<file path="config.mk">
export PLATFORM = sky130hd
export DESIGN_NAME = scs8hd_clkmon
export DESIGN_NICKNAME = d
export VERILOG_FILES = /design/src/rtl/scs8hd_clkmon_pkg.sv /design/src/rtl/scs8hd_clkmon_sync.sv /design/src/rtl/scs8hd_clkmon.sv
export SDC_FILE = /design/constraint.sdc
export NUM_CORES = 1
export LEC_CHECK = 0
export ABC_AREA = 1
export BUFFER_PORTS_ARGS = -buffer_cell sky130_fd_sc_hd__clkbuf_2
export CAP_MARGIN = 30
export CORE_MARGIN = 2
export CORE_UTILIZATION = 47
export CTS_BUF_LIST = sky130_fd_sc_hd__clkbuf_4 sky130_fd_sc_hd__clkbuf_8 sky130_fd_sc_hd__clkbuf_16
export CTS_CLUSTER_DIAMETER = 60
export DETAILED_ROUTE_END_ITERATION = 12
export PLACE_DENSITY = 0.72
export SETUP_SLACK_MARGIN = 0.1
export SLEW_MARGIN = 20
export SYNTH_ARGS = -nofsm -noshare
export SYNTH_HDL_FRONTEND = slang
export SYNTH_SLANG_ARGS = --single-unit
</file>
<file path="constraint.sdc">
create_clock -name clk -period 2.7 [get_ports clk]
set_clock_uncertainty 0.2 [all_clocks]
set_input_delay 0.81 -clock clk [delete_from_list [all_inputs] [get_ports clk]]
set_output_delay 0.81 -clock clk [all_outputs]
set_load 0.1 [all_outputs]
</file>
<file path="src/rtl/scs8hd_clkmon_pkg.sv">
// Shared types and constants for the scs8hd_clkmon clock monitor.
// Optional duty-cycle check is enabled by defining SCS8HD_CLKMON_DUTY_EN.
package scs8hd_clkmon_pkg;

    typedef enum logic [2:0] {
        IDLE,
        ARM,
        MEASURE,
        LOCKED,
        FAULT
    } state_t;

    localparam int unsigned CW_DEF          = 12;
    localparam int unsigned SYNC_STAGES_DEF = 2;
    localparam int unsigned LOCK_CNT_DEF    = 4;
    localparam bit          INVERT_DEF      = 1'b0;

    // All-ones value of a width-bit counter: where the period counter stops.
    function automatic int unsigned sat_limit(input int unsigned width);
        return (32'd1 << width) - 32'd1;
    endfunction

endpackage

</file>
<file path="src/rtl/scs8hd_clkmon_sync.sv">
// Synchronizes the monitored clock into the reference domain and emits a
// one-cycle pulse on each synchronized rising edge (falling edge if INVERT).
module scs8hd_clkmon_sync
    import scs8hd_clkmon_pkg::*;
#(
    parameter int unsigned SYNC_STAGES = SYNC_STAGES_DEF,
    parameter bit          INVERT      = INVERT_DEF
) (
    input  logic clk,
    input  logic reset,
    input  logic mon_clk,
    output logic level,
    output logic rise
);

    logic [SYNC_STAGES-1:0] chain;
    logic                   prev;

    always_ff @(posedge clk) begin
        if (reset) begin
            chain <= '0;
            prev  <= 1'b0;
        end else begin
            chain <= {chain[SYNC_STAGES-2:0], mon_clk ^ INVERT};
            prev  <= chain[SYNC_STAGES-1];
        end
    end

    assign level = chain[SYNC_STAGES-1];
    assign rise  = level & ~prev;

endmodule

</file>
<file path="src/rtl/scs8hd_clkmon.sv">
// Clock monitor: measures mon_clk period in clk cycles, locks after LOCK_CNT
// in-window periods, flags drift/stuck faults. Define SCS8HD_CLKMON_DUTY_EN for high_time/duty check.
module scs8hd_clkmon
    import scs8hd_clkmon_pkg::*;
#(
    parameter int unsigned CW          = CW_DEF,
    parameter int unsigned SYNC_STAGES = SYNC_STAGES_DEF,
    parameter int unsigned LOCK_CNT    = LOCK_CNT_DEF,
    parameter bit          INVERT      = INVERT_DEF
) (
    input  logic          clk,
    input  logic          reset,
    input  logic          en,
    input  logic          mon_clk,
    input  logic [CW-1:0] period_lo,
    input  logic [CW-1:0] period_hi,
    output logic [CW-1:0] period,
    output logic          period_vld,
    output logic          locked,
    output logic          fault,
    output logic          stuck
`ifdef SCS8HD_CLKMON_DUTY_EN
   ,output logic [CW-1:0] high_time
`endif
);

    localparam logic [CW-1:0] SAT       = CW'(sat_limit(CW));
    localparam logic [3:0]    GOOD_LAST = 4'(LOCK_CNT - 1);

    state_t        state, state_nx;
    logic [CW-1:0] cnt, meas;
    logic [3:0]    good;
    logic          level, rise, sat_hit, in_win, duty_ok;

    scs8hd_clkmon_sync #(
        .SYNC_STAGES(SYNC_STAGES),
        .INVERT     (INVERT)
    ) u_sync (
        .clk    (clk),
        .reset  (reset),
        .mon_clk(mon_clk),
        .level  (level),
        .rise   (rise)
    );

    // An edge arriving on the saturation cycle still reports a (clamped) period.
    assign meas    = (cnt == SAT) ? SAT : cnt + 1'b1;
    assign sat_hit = (cnt == SAT) && !rise;
    assign in_win  = (meas >= period_lo) && (meas <= period_hi) && duty_ok;

`ifdef SCS8HD_CLKMON_DUTY_EN
    logic [CW-1:0] hcnt, hmeas;
    logic [CW+1:0] h4, p1, p3;

    // The edge cycle itself is high, hence the +1.
    assign hmeas   = (hcnt == SAT) ? SAT : hcnt + 1'b1;
    assign h4      = {hmeas, 2'b00};
    assign p1      = {2'b00, meas};
    assign p3      = p1 + {1'b0, meas, 1'b0};
    assign duty_ok = (h4 >= p1) && (h4 <= p3);

    always_ff @(posedge clk) begin
        if (reset) begin
            hcnt      <= '0;
            high_time <= '0;
        end else begin
            if (en && rise && (state == MEASURE || state == LOCKED))
                high_time <= hmeas;
            if (!en || state == IDLE || rise)
                hcnt <= '0;
            else if (level && !sat_hit && state != FAULT)
                hcnt <= hcnt + 1'b1;
        end
    end
`else
    assign duty_ok = 1'b1;
`endif

    always_ff @(posedge clk) begin
        if (reset) begin
            cnt        <= '0;
            good       <= '0;
            period     <= '0;
            period_vld <= 1'b0;
            stuck      <= 1'b0;
        end else begin
            period_vld <= 1'b0;
            if (!en || state == IDLE) begin
                cnt   <= '0;
                good  <= '0;
                stuck <= 1'b0;
            end else if (state != FAULT) begin
                if (rise) begin
                    cnt <= '0;
                    if (state != ARM) begin
                        period     <= meas;
                        period_vld <= 1'b1;
                        good       <= (in_win && good != GOOD_LAST) ? good + 1'b1 : '0;
                    end
                end else if (sat_hit) begin
                    stuck <= 1'b1;
                end else begin
                    cnt <= cnt + 1'b1;
                end
            end
        end
    end

    always_ff @(posedge clk) begin
        if (reset) state <= IDLE;
        else       state <= state_nx;
    end

    always_comb begin
        state_nx = state;
        if (!en) begin
            state_nx = IDLE;
        end else begin
            unique case (state)
                IDLE:    state_nx = ARM;
                ARM: begin
                    if (rise)         state_nx = MEASURE;
                    else if (sat_hit) state_nx = FAULT;
                end
                MEASURE: begin
                    if (rise) begin
                        if (in_win && good == GOOD_LAST) state_nx = LOCKED;
                    end else if (sat_hit) begin
                        state_nx = FAULT;
                    end
                end
                LOCKED: begin
                    if (rise) begin
                        if (!in_win) state_nx = FAULT;
                    end else if (sat_hit) begin
                        state_nx = FAULT;
                    end
                end
                FAULT:   state_nx = FAULT;
                default: state_nx = IDLE;
            endcase
        end
    end

    always_comb begin
        locked = (state == LOCKED);
        fault  = (state == FAULT);
    end

endmodule

</file>
==> results.toml, run 1 <==
[outcome]
status = "complete, but fails checks"
violations = "setup timing"

[placement]
gp_congestion = 0.955
post-place-cells = 500
dpl.hpwl_mm = 4.63
port_buffers = 43

[power_and_ir_drop]
p_per_area_nw_per_um2 = 311
swShare_pct = 26.6
comb_power_share_pct = 11.4
p_int_mw = 0.786
p_leak_nw = 1.81
switchingPower_mw = 0.285
pwr-share-clk_pct = 38.3
power_mw = 1.07
power_frac_seq_pct = 50.3
peakVddDrop_v = 0.000224

[cts]
cts_root_buf = "clkbuf_8"
cts-buffers-inserted = 5
h-tree-depth = 2
cts_sinks = 36
cts_tree = "yes"
clockBufferDepth = 2
clk_latency_ns = 0.29
postCtsHoldBufs = 0
clk_pin_slew_worst_paths_ns = 0.08

[sta]
holdWs_ns = 0.206
timing.final.max_slew_violations = 0
rsz0062_at_grt = "true"
maxSlewHeadroom_pct = 62.8
min_period_over_period_pct = 100
finalSetupViolCount = 3
period_needed_ns = 2.71
max_freq_mhz = 369
worst_pin_slew_ns = 0.560
fin_ws_ns = -0.0120
hold_viol_final = 0

[synthesis]
yosys_most_used_dff = "dfxtp_1"
postSynth.asyncResetShare_pct = 0
synthAdderAreaFrac_pct = 13.4
ys_types = 32
syn_area_per_cell_um2 = 6.57
synth_seq_cells = 36
synth_edf_count = 0
synth_cells = 370
yosys.area_share.simple_pct = 28.1
muxShareOfSynthArea_pct = 0
yosysTopAreaCell = "dfxtp_1"
synth.area.top_cells = "dfxtp_1 30%, ha_1 13%, nand2_1 13%"
ys_warn_count = 0
syn_nets = 424
synth.top_cell.area_share_pct = 29.7
synth_xor_area_share_pct = 3.60
synth_compound_area_share_pct = 11.4
syn_area_um2 = 2430
synth_top_family_by_area = "simple AND/OR/NAND/NOR gates"
yosysSeqAreaShare_pct = 29.7

[routing]
drcViolationCount = 0
post_drt_wl_per_cell_um = 13.3
totalWireLength_mm = 6.92
vias_per_cell = 5.01
drtIter0Drc = 111
dr.pass1.iters = 5
vias = 2610
antenna_left = 0

[critical_path]
setup.worst_path.start = "cnt[6]$_SDFFE_PP0P_"
worstSetupStartpointType = "flip-flop"
critical_path.max_stage_delay_ns = 0.35
crit_slowest_cell = "dfxtp_2"
crit_top_cell = "nand2_2"
cp.arrival_ns = 2.75
endpoint_kind = "flip-flop"
critPathRequiredTime_ns = 2.74
crit_chain = "inv_2 -> buf_6 -> nor4_4 -> nand3_1 -> nand2_1 -> nand2_2 -> nor2_4 -> inv_4 -> ha_4 -> nand2_4 -> inv_2 -> nand2_2 -> nor2_2 -> nand4_1 -> nand2_2 -> nand2_2 -> o21ai_2 -> nand2_2 -> nor2_2"
regToRegStartpoint = "cnt[6]$_SDFFE_PP0P_"
cp_max_fo = 3
critical_path_class = "reg2reg"

[cells_and_area]
final_cells = 521
area_growth_pct = 41.5
drive_gt1_share_pct = 35.9
fill_cells = 424
diodes = 0
nets = 504

[floorplanning]
die_height_um = 75.9
pin_count = 44
core_um2 = 5040
die_w_um = 75.9
start_util_pct = 48.2
rows = 26
die_area_um2 = 5760

[grt]
grt_first_pass_wirelength_mm = 10.9
grt-ovfl-total = 0
grt_max_degree = 23
grt_pass1_vias = 2463
antenna_found_initial = 0
grtUsageTotal_pct = 22.8

[worst_hold_path]
hold_path_class = "reg2reg"
holdCritStartpoint = "u_sync.chain[0]$_SDFF_PP0_"

[run]
drv_cap = 0
## power by group through the flow
stage | combinational (mW) | clock [mW] | sequential, mW
after CTS | 0.115 | 0.411 | 0.539
after global placement | 0.107 | 0 | 0.551
after global routing | 0.138 | 0.430 | 0.539
final | 0.122 | 0.410 | 0.539
after detailed placement | 0.108 | 0 | 0.551
after floorplan | 0.0571 | 0 | 0.565
## cells by family (layout without fill, tap and decap cells)
kind of cell,Yosys count,count (layout)
and+or+nand+nor,161,161
buffers and inverters,86,167
AOI/OAI and AO/OA,51,51
DFF,36,36
adders and majority gates,26,26
xor gates and xnor gates,10,10
## path summary, 6_finish.rpt
kind                                              endpoint  slack, ns  cells after the start
worst max-delay path                  good[3]$_SDFFE_PP0P_      -0.01                     19
worst min-delay path            u_sync.chain[1]$_SDFF_PP0_       0.21                      2
worst max register to register        good[3]$_SDFFE_PP0P_      -0.01                     19
worst min register to register  u_sync.chain[1]$_SDFF_PP0_       0.21                      2
## synthesized netlist by cell type (all sizes together) (2+ instances only)
master	number
clkbuf	2
ha	26
nor2	45
or2	2
buf	5
a21oi	25
nor4	3
nor3	4
inv	78
a31oi	6
o21ai	15
o21a	2
nand3	14
xor2	10
dfxtp	36
nand4	6
nand2	85
## flip-flops by register name, summed over array words and instances (netlist names)
| signal | count |
|---|---|
| cnt | 12 |
| good | 4 |
| period | 12 |
| period_vld | 1 |
| state | 3 |
| stuck | 1 |
| u_sync.chain | 2 |
| u_sync.prev | 1 |
## layer usage
metal  vias to the layer above  part of all wire [%]  GRT usage [%]  wire length (µm)
met5                         -                     0              0                 0
met4                         0                   2.2           8.91               153
met3                        18                   4.2           4.40               293
met2                        77                    51           39.1              3520
met1                      1194                    43           28.3              2950
li1                       1321                     -              -                 -
## worst max-delay path: cells and delay by family, from the launching register on
family	cells	cell delay, ns
adder cells (fa/ha/maj)	1	0.27
flip-flops	1	0.35
buffers and inverters	4	0.29
AND/OR/NAND/NOR	13	1.41
AO/OA/AOI/OAI	1	0.14
## cell type report
type,count,area [µm²],share of cell area (%)
multi-input combinational,248,1700,49.6
sequential,36,731,21.3
timing repair buffer,80,518,15.1
inverter,79,305,8.88
tap,70,87.6,2.55
clock buffer,6,82.6,2.40
clock inverter,2,10.0,0.291
## cells in the final DEF, fill, tap and decap left out, drive strengths merged
cell,n
nand2,85
inv,78
clkbuf,49
nor2,45
buf,37
dfxtp,36
ha,26
a21oi,25
o21ai,15
nand3,14
xor2,10
nand4,6
a31oi,6
nor3,4
clkinv,3
nor4,3
o21a,2
or2,2
a21o,1
nand3b,1
o2111ai,1
and2,1
o211ai,1
## through the flow
stage          TNS, ns  utilization [%]  instance area, µm²  setup WS [ns]
2_1_floorplan        0                -                2450          0.119
3_3_place_gp    -0.562             57.3                2890        -0.0974
3_5_place_dp    -0.835             57.3                2890         -0.173
4_1_cts              0             64.9                3270         0.0670
5_1_grt         -0.970             68.2                3440         -0.166
6_report       -0.0295             68.2                3440        -0.0120
## repair_timing
| action | 4_1_cts | 5_1_grt |
|---|---|---|
| pin swaps | 18 | 30 |
| endpoints found under the setup margin | 7 | 9 |
| buffers inserted | 12 | 3 |
| gates resized for setup | 49 | 37 |
No activity file was read; power rests on OpenSTA's default activity.
==> run 2: changes to the inputs <==
--- a/config.mk
+++ b/config.mk
@@ -6,7 +6,7 @@
 export NUM_CORES = 1
 export LEC_CHECK = 0
 export ABC_AREA = 1
-export BUFFER_PORTS_ARGS = -buffer_cell sky130_fd_sc_hd__clkbuf_2
+export BUFFER_PORTS_ARGS = -buffer_cell sky130_fd_sc_hd__buf_2
 export CAP_MARGIN = 30
 export CORE_MARGIN = 2
 export CORE_UTILIZATION = 47
==> run 2 against run 1 <==
Compared with the run above:
- the flow still finishes with violations (setup timing)
- highest routed layer unchanged
- sequential power is essentially flat
- register-to-register slack lost 0.05 ns
- critical endpoint unchanged
- combinational power is essentially flat
- via count shrank 1.3%
==> results.toml, run 2 (synthesis gave the netlist of run 1 again) <==
[outcome]
status = "complete, but fails checks"
violations = "setup timing"

[sta]
worst_pin_slew_ns = 0.529
maxSlewHeadroom_pct = 64.8
hold_viol_final = 0
timing.final.max_slew_violations = 0
max_freq_mhz = 362
finalSetupViolCount = 5
holdWs_ns = 0.208
tns_ns = -0.223
min_period_over_period_pct = 102
fin_ws_ns = -0.0624
period_needed_ns = 2.76
rsz0062_at_grt = "true"

[cts]
postCtsHoldBufs = 0
cts-buffers-inserted = 5
h-tree-depth = 2
clk_latency_ns = 0.29
clk_pin_slew_worst_paths_ns = 0.07
cts_sinks = 36
clockBufferDepth = 2
cts_root_buf = "clkbuf_8"
cts_tree = "yes"

[critical_path]
crit_chain = "buf_6 -> nand2_4 -> nor3_4 -> nand2_2 -> inv_2 -> nand3_4 -> xor2_2 -> inv_2 -> nand2_4 -> ha_4 -> nand2_4 -> inv_2 -> nand2_2 -> nor2_2 -> nand4_1 -> nand2_4 -> nand2_2 -> o21ai_2 -> nand2_2 -> nor2_2"
endpoint_kind = "flip-flop"
crit_buf_inv = 4
cp_max_fo = 3
critPathRequiredTime_ns = 2.73
critPathTopFamily = "simple AND/OR/NAND/NOR gates"
critical_path_class = "reg2reg"
critical_path.max_stage_delay_ns = 0.34
cp.arrival_ns = 2.79
worstSetupStartpointType = "flip-flop"
crit_slowest_cell = "dfxtp_2"

[floorplanning]
die_w_um = 75.9
die_height_um = 75.9
die_area_um2 = 5760
core_um2 = 5040
rows = 26
pin_count = 44
start_util_pct = 48.2

[power_and_ir_drop]
peakVddDrop_v = 0.000223
p_per_area_nw_per_um2 = 313
p_leak_nw = 1.84

[cells_and_area]
nets = 505
fill_cells = 375
diodes = 0
layout_common_cells = "70 x nand2_1, 66 x inv_1, 42 x buf_2, 34 x nor2_1, 33 x buf_4"
area_growth_pct = 41.9
utilization_pct = 68.4
drive_gt1_share_pct = 36.3
register_area_um2 = 731
reg.largest.list = "cnt (12), period (12), good (4)"
multi_input_area_um2 = 1710
final_common_cell = "nand2_1"

[routing]
vias = 2577
post_drt_wl_per_cell_um = 13.0
vias_per_cell = 4.94
drcViolationCount = 0
dr.pass1.iters = 4
totalWireLength_mm = 6.81
antenna_left = 0
drtIter0Drc = 118

[grt]
antenna_found_initial = 0
grtUsageTotal_pct = 23.6
grt_pass1_vias = 2540
grt_first_pass_wirelength_mm = 11.0
grt_max_degree = 23
grt-ovfl-total = 0

[worst_hold_path]
hold_path_class = "reg2reg"

[placement]
dpl.hpwl_mm = 4.57
post-place-ws_ns = -0.160
gp_congestion = 0.951
port_buffers = 43

[run]
drv_cap = 0
==> run 2: worst paths after layout <==
kind	from	endpoint	slack, ns	cells past startpoint
min reg2reg	u_sync.chain[0]$_SDFF_PP0_	u_sync.chain[1]$_SDFF_PP0_	0.21	2
max	cnt[7]$_SDFFE_PP0P_	good[3]$_SDFFE_PP0P_	-0.06	20
max reg2reg	cnt[7]$_SDFFE_PP0P_	good[3]$_SDFFE_PP0P_	-0.06	20
min	u_sync.chain[0]$_SDFF_PP0_	u_sync.chain[1]$_SDFF_PP0_	0.21	2
==> run 2: what timing repair did <==
| item | in CTS | in global routing |
|---|---|---|
| pin swaps | 8 | 20 |
| buffers inserted | 13 | 4 |
| setup endpoints to repair | 7 | 9 |
| cloned | 0 | 0 |
| gates resized for setup | 39 | 45 |
==> run 2: per-layer routing <==
metal	vias up	part of all wire, %	GRT usage [%]
met5	-	0	0
met4	0	2.0	8.55
met3	13	4.6	4.05
met2	69	51	43.2
met1	1178	43	27.5
li1	1317	-	-
==> run 2: worst reg2reg max path, delay by kind of cell, from the launching register on <==
family / cells / cell delay [ns]
AND/OR/NAND/NOR: 13 / 1.24
adder cells (fa/ha/maj): 1 / 0.28
XOR/XNOR: 1 / 0.16
buffers and inverters: 4 / 0.32
AO/OA/AOI/OAI: 1 / 0.16
flip-flops: 1 / 0.34
==> run 2: per-stage QoR <==
| stage | instances | power (mW) | instance area [µm²] |
|---|---|---|---|
| CTS | 521 | 1.08 | 3240 |
| global route | 522 | 1.12 | 3450 |
| global placement | 500 | 0.658 | 2890 |
| floorplan | 370 | 0.622 | 2450 |
| finish | 522 | 1.08 | 3450 |
| detailed placement | 500 | 0.659 | 2890 |
==> run 2: power by group <==
group	switching [mW]	leakage, nW	internal [mW]	total [mW]
clock network	0.192	0.0523	0.228	0.421
registers	0.00308	0.295	0.536	0.539
logic	0.0761	1.49	0.0447	0.121
==> run 2: layout make-up <==
cell class	instances	share of cell area, %
Inverter	79	8.71
Timing Repair Buffer	81	15.1
Multi-Input combinational cell	248	49.6
Sequential cell	36	21.2
Clock buffer	8	2.83
Tap cell	70	2.54
